<file path="config.mk">
export PLATFORM = sky130hd
export DESIGN_NAME = mem_wb_pipe
export DESIGN_NICKNAME = d
export VERILOG_FILES = /design/src/rtl/mem_wb_pipe.sv
export SDC_FILE = /design/constraint.sdc
export NUM_CORES = 1
export LEC_CHECK = 0
export BUFFER_PORTS_ARGS = -buffer_cell sky130_fd_sc_hd__buf_2
export CAP_MARGIN = 20
export CORE_MARGIN = 10
export CORE_UTILIZATION = 45
export CTS_BUF_LIST = sky130_fd_sc_hd__clkbuf_4 sky130_fd_sc_hd__clkbuf_8
export DETAILED_ROUTE_END_ITERATION = 6
export GPL_TIMING_DRIVEN = 0
export PLACE_DENSITY = 0.82
export SYNTH_ARGS = -nofsm -noshare
export SYNTH_HDL_FRONTEND = slang
export SYNTH_SLANG_ARGS = --single-unit
</file>
<file path="constraint.sdc">
create_clock -name clk -period 2.4 [get_ports clk]
set_clock_uncertainty 0.1 [all_clocks]
set_input_delay 0.48 -clock clk [delete_from_list [all_inputs] [get_ports clk]]
set_output_delay 0.48 -clock clk [all_outputs]
set_load 0.01 [all_outputs]
</file>
<file path="src/rtl/mem_wb_pipe.sv">
// MEM/WB pipeline register: multi-lane write-back capture with stall/flush handling,
// same-beat lane conflict resolution and saturating retire/bubble counters.
module mem_wb_pipe #(
  parameter int DATA_W        = 32,
  parameter int ADDR_W        = 5,
  parameter int LANES         = 2,
  parameter int STALL_W       = 6,
  parameter int STALL_IDX     = 4,
  parameter int CNT_W         = 32,
  parameter int ZERO_SUPPRESS = 1
) (
  input  logic                      clk,
  input  logic                      rst,
  input  logic [STALL_W-1:0]        stall,
  input  logic                      flush,
  input  logic                      cnt_clear,
  input  logic                      mem_valid,
  input  logic [LANES*ADDR_W-1:0]   mem_wd,
  input  logic [LANES-1:0]          mem_wreg,
  input  logic [LANES*DATA_W-1:0]   mem_wdata,
  output logic                      wb_valid,
  output logic [LANES*ADDR_W-1:0]   wb_wd,
  output logic [LANES-1:0]          wb_wreg,
  output logic [LANES*DATA_W-1:0]   wb_wdata,
  output logic [CNT_W-1:0]          retire_cnt,
  output logic [CNT_W-1:0]          bubble_cnt
);

  typedef enum logic [1:0] {
    ACT_ADVANCE,
    ACT_BUBBLE,
    ACT_HOLD
  } action_t;

  logic                     w_s;
  logic                     w_n;
  action_t                  w_act;
  logic [LANES-1:0]         w_wreg_zs;
  logic [LANES-1:0]         w_wreg_filt;
  logic                     w_retire_inc;
  logic                     w_bubble_inc;

  logic                     r_valid;
  logic [LANES*ADDR_W-1:0]  r_wd;
  logic [LANES-1:0]         r_wreg;
  logic [LANES*DATA_W-1:0]  r_wdata;
  logic [CNT_W-1:0]         r_retire_cnt;
  logic [CNT_W-1:0]         r_bubble_cnt;

  assign w_s = stall[STALL_IDX];
  assign w_n = stall[STALL_IDX+1];

  // NOTE: every combinational output gets a default first so no path leaves it unassigned (no latch).
  always_comb begin
    w_act = ACT_ADVANCE;
    if (flush)             w_act = ACT_BUBBLE;
    else if (w_s && !w_n)  w_act = ACT_BUBBLE;
    else if (w_s && w_n)   w_act = ACT_HOLD;
  end

  always_comb begin
    w_wreg_zs = mem_wreg;
    for (int i = 0; i < LANES; i++) begin
      if (ZERO_SUPPRESS != 0 && mem_wd[i*ADDR_W +: ADDR_W] == '0) w_wreg_zs[i] = 1'b0;
    end
  end

  // A lower lane loses its enable when any higher enabled lane targets the same address.
  always_comb begin
    w_wreg_filt = w_wreg_zs;
    for (int i = 0; i < LANES; i++) begin
      for (int j = i + 1; j < LANES; j++) begin
        if (w_wreg_zs[i] && w_wreg_zs[j] &&
            mem_wd[i*ADDR_W +: ADDR_W] == mem_wd[j*ADDR_W +: ADDR_W])
          w_wreg_filt[i] = 1'b0;
      end
    end
  end

  assign w_retire_inc = (w_act == ACT_ADVANCE) && mem_valid;
  assign w_bubble_inc = (w_act == ACT_BUBBLE) || ((w_act == ACT_ADVANCE) && !mem_valid);

  // NOTE: sequential state uses non-blocking assignments so every register samples pre-edge values.
  always_ff @(posedge clk) begin
    if (rst) begin
      r_valid <= 1'b0;
      r_wd    <= '0;
      r_wreg  <= '0;
      r_wdata <= '0;
    end else begin
      case (w_act)
        ACT_BUBBLE: begin
          r_valid <= 1'b0;
          r_wd    <= '0;
          r_wreg  <= '0;
          r_wdata <= '0;
        end
        ACT_ADVANCE: begin
          r_valid <= mem_valid;
          r_wd    <= mem_wd;
          r_wreg  <= mem_valid ? w_wreg_filt : '0;
          r_wdata <= mem_wdata;
        end
        default: ;
      endcase
    end
  end

  // Counters saturate at all-ones; a clear wins over a same-cycle increment.
  always_ff @(posedge clk) begin
    if (rst || cnt_clear) begin
      r_retire_cnt <= '0;
      r_bubble_cnt <= '0;
    end else begin
      if (w_retire_inc && r_retire_cnt != '1) r_retire_cnt <= r_retire_cnt + CNT_W'(1);
      if (w_bubble_inc && r_bubble_cnt != '1) r_bubble_cnt <= r_bubble_cnt + CNT_W'(1);
    end
  end

  assign wb_valid   = r_valid;
  assign wb_wd      = r_wd;
  assign wb_wreg    = r_wreg;
  assign wb_wdata   = r_wdata;
  assign retire_cnt = r_retire_cnt;
  assign bubble_cnt = r_bubble_cnt;

endmodule

</file>
== After elaboration in Yosys (flattened, before gate mapping) ==
Index checks and enable logic that the tools add are counted.

* Register bits after elaboration: 141
* Input bits: 87
* Output and inout bits: 141
* Logic and storage cells: 39

* Add/subtract/negate cells: 2
* Equality and inequality tests: 4
* Multiplexer cells: 11
* Reduce and logical (&&, ||, !) cells: 16

{| class="wikitable"
|+ Operators by type and width
! kind !! count
|-
| $pmux W64 S2 || 1
|-
| $add A32 B1 Y32 const B || 2
|-
| $ne A32 B32 Y1 const B || 2
|-
| $pmux W10 S2 || 1
|-
| $logic_not A5 Y1 || 2
|-
| $logic_and A1 B1 Y1 || 8
|-
| $mux W2 || 4
|-
| $eq A5 B5 Y1 || 1
|-
| $pmux W2 S2 || 1
|-
| $mux W1 || 3
|-
| $eq A2 B1 Y1 const B || 1
|-
| $logic_not A1 Y1 || 2
|-
| $logic_not A2 Y1 || 1
|-
| $logic_or A1 B1 Y1 || 2
|-
| $pmux W1 S2 || 1
|-
| $reduce_bool A2 Y1 || 1
|}

== Logic depth before layout (Yosys ltp) ==
* Depth after elaboration: 8
* Gate-level depth with buffers: 8
* Mapped depth without buffers: 6

== Worst setup path before layout ==
Ideal clock, no wire load.

* Path type: register to register
* Start: reg r_bubble_cnt[0] (netlist: bubble_cnt[0])
* End: reg r_bubble_cnt[30] (netlist: bubble_cnt[30])
* Arrival time: 1.973 ns
* Path slack: 0.257 ns
* Cell stages (with the launch flop): 8
* Path buffers: 1
* Period minus slack after synthesis: 2.143 ns
* Cell sequence: dfxtp_1 ha_1 and3_1 buf_2 nand4_4 or4_4 or3_1 a21oi_1

* Longest elaborated chain between the ends: 2
* Elaborated cells on any way between the ends: 3

{| class="wikitable"
|+ Ends and longest elaborated chain
! item !! line !! source
|-
| start: declaration || 48 || <nowiki>logic [CNT_W-1:0] r_bubble_cnt;</nowiki>
|-
| start signal: assignment || 116 || <nowiki>if (w_bubble_inc && r_bubble_cnt != '1) r_bubble_cnt <= r_bubble_cnt + CNT_W'(1);</nowiki>
|-
| branches (longest 2 deep; another with $add A32 B1 Y32) || -- ||
|}

Several ways; the timed one is not identified.
A chain may end at the register's enable or synchronous reset.

== Worst setup path in the final report ==
* Start: reg r_bubble_cnt[0] (netlist: bubble_cnt[0])
* End: reg r_bubble_cnt[11] (netlist: bubble_cnt[11])

The elaborated chain is that of the path after synthesis.

==> impl_metrics.tcl <==
set metrics [dict create \
    final_nets 1005 \
    slowest_stage "a311o_2" \
    synth-async-reset-ratio_pct 0 \
    reg2reg_depth 7 \
    vias 6199 \
    wl_mm 19.3 \
    start_util_pct 45.6 \
    worst-path-buf-inv 1 \
    grt_max_degree 17 \
    synth_edf_count 0 \
    critical_path_class "register to register" \
    ys.flop_type "dfxtp_1" \
    outcome "complete, no violations" \
    p_leak_nw 3.39 \
    required_ns 2.68 \
    cp-start-kind "register" \
    grt_use_total_pct 20.2 \
    rr_endpoint "bubble_cnt[11]" \
    power_density_mw_per_mm2 638 \
    yosysMostFrequentCell "dfxtp_1" \
    cts_max_level 4 \
    fillerInstances 1170 \
    synth.avg_cell_area_sq_um 8.90 \
    tightestPinTransition_ns 0.675 \
    cpPeakStageDelay_ns 0.46 \
    min_period_ns 2.31 \
    dpl.hpwl_mm 14.8 \
    clk_latency_ns 0.45 \
    synth_top_area_share_pct 47.1 \
    grt_pass1_wl_mm 30.2 \
    min_path_cells 3 \
    portBuffers 223 \
    post_drt_wl_per_cell_um 17.5 \
    grt.overflow.total 0 \
    crit_chain "ha_1, and3_1, buf_2, and4_1, a311o_2, or3_1, a21oi_1" \
    cts_tree "yes" \
    clock-sinks 141 \
    finalHoldViolations 0 \
    synthTopCellsByCount "141 x dfxtp_1, 109 x nor2_1, 74 x a22oi_1" \
    vias_per_cell 5.61 \
    yosysWarnings 0 \
    power.total_mw 5.00 \
    antenna_found_initial 0 \
    end_kind "register" \
    drive_gt1_share_pct 32.1 \
    fp-row-count 42 \
    hold_end "wb_wdata[27]" \
    min_path_type "input pin to register" \
    max_freq_mhz 433 \
    final_cells 1105 \
    syn_area_sq_mm 0.00600 \
    rsz0062_at_grt "false" \
    gp_congestion 0.848 \
    cts.clk_slew.worst_paths_ns 0.09 \
    yosys-top-cells-area "dfxtp_1 47%, a22oi_1 9.3%, nor2_1 6.8%" \
    synth_nets 763 \
    ys_seq_elements 141 \
    ios 228 \
    synth_top_cell_by_area "dfxtp_1" \
    worstPathArrival_ns 2.60 \
    r2r_start "bubble_cnt[0]" \
    post-route-util_pct 59.6 \
    cts_root_buf "clkbuf_8" \
    setup_viol 0 \
    die_area_sq_mm 0.0183 \
    firstDrtPassIters 5 \
    multi_input_area_sq_mm 0.00301 \
    grt_pass1_vias 6123 \
    max-vdd-ir-drop_mv 0.419 \
    diodes 0 \
    seq_area_frac_synth_pct 47.1 \
    r2r_slack_ns 0.09 \
    drv_cap 0 \
    min-delay-start "mem_wdata[27]" \
    final_area_sq_mm 0.00783 \
    regArea_sq_mm 0.00283 \
    die-width_um 135 \
    fin_crit_sh_pct 96.3 \
    relSlewSlack_pct 54.8 \
    ant_nets 0 \
    numCtsBuffers 17 \
    clock_path_buffers 2 \
    synth_cells 674 \
    die_h_um 135 \
    ys_types 57 \
    drt-initial-drc-count 453 \
    drc 0 \
    path_max_fanout 7 \
    place_inst 1073 \
    dpl_cell_area_sq_mm 0.00733 \
    fp.coreArea_sq_mm 0.0131 \
    synthToLayoutAreaGrowth_pct 30.6 \
    holdWs_ns 0.173 \
    crit_family "simple AND/OR/NAND/NOR gates" \
    cts_hold_buffers 0 \
    maxSlewViolCount 0 \
]
## worst min-delay path: cells and delay by family
kind / cells / cell delay, ns
buffers and inverters: 1 / 0.07
AO/OA/AOI/OAI: 1 / 0.06
AND/OR/NAND/NOR: 1 / 0.07
## logic make-up (layout without fill, tap and decap cells)
kind of cell / after synthesis / in the layout / synth area share (%)
and+or+nand+nor: 270 / 270 / 24.5
AOI/OAI and AO/OA: 197 / 197 / 22.4
DFF: 141 / 141 / 47.1
buffers and inverters: 47 / 302 / 3.15
xor gates and xnor gates: 15 / 15 / 2.19
adders and majority gates: 2 / 2 / 0.417
muxes: 2 / 2 / 0.334
## cells in the final DEF, fill, tap and decap left out, drive strengths merged, types with 5 or more instances in the layout
cell type	netlist	layout
buf	12	234
and4	6	6
xnor2	11	11
a41o	5	5
nor2	110	110
inv	4	8
nor4	9	9
nand4	17	17
or4	15	15
nand2	43	43
o31ai	14	14
or3	27	27
a31oi	7	7
clkbuf	31	49
bufinv	0	5
and3	12	12
clkinv	0	5
o21ai	26	26
dfxtp	141	141
nand3	17	17
a31o	8	8
a21oi	46	46
a22oi	74	74
## registers in the layout, summed over array words and instances, names as in the netlist
| signal | count |
|---|---|
| wb_wd | 10 |
| retire_cnt | 32 |
| wb_wdata | 64 |
| wb_wreg | 2 |
| wb_valid | 1 |
| bubble_cnt | 32 |
## power by group
part	switching, mW	total [mW]	internal [mW]	leakage [nW]
sequential	0.0224	2.40	2.38	1.14
combinational	0.209	0.351	0.141	2.01
clock	0.991	2.25	1.26	0.232
total	1.22	5.00	3.78	3.39
## what timing repair did
item | CTS | global route
buffers inserted | 0 | 0
setup endpoints to repair | 9 | 23
pin swaps | 0 | 2
gates resized for setup | 2 | 7
## how the worst max path moves through the flow
stage | endpoint | slack [ns] | startpoint | cells after the start
finish | bubble_cnt[11] | 0.09 | bubble_cnt[0] | 7
CTS | bubble_cnt[30] | 0.08 | bubble_cnt[0] | 7
global placement | bubble_cnt[3] | -0.008 | bubble_cnt[0] | 7
detailed placement | bubble_cnt[10] | -0.12 | bubble_cnt[0] | 7
global route | bubble_cnt[11] | 0.001 | bubble_cnt[0] | 7
floorplan | bubble_cnt[30] | 0.26 | bubble_cnt[0] | 7
## cell type report
class / count / share of cell area, %
sequential: 141 / 36.1
multi-input combinational: 486 / 38.4
tap: 176 / 2.81
clock inverter: 15 / 3.02
inverter: 4 / 0.192
timing repair buffer: 223 / 14.3
buffer: 43 / 2.25
clock buffer: 17 / 2.99
## per-stage QoR
stage | setup WS, ns | setup TNS, ns
floorplan | 0.257 | 0
global placement | -0.00795 | -0.0222
detailed placement | -0.123 | -0.362
CTS | 0.0767 | 0
global route | 0.00116 | 0
finish | 0.0879 | 0
## routing by layer
metal  vias up  GRT usage, %  share of wire (%)
li1       3000             -                  -
met1      2904          22.6                 40
met2       270          33.1                 47
met3        25          9.42                 11
met4         0          7.24                1.8
met5         -             0                  0
No activity file was read; power rests on OpenSTA's default activity.
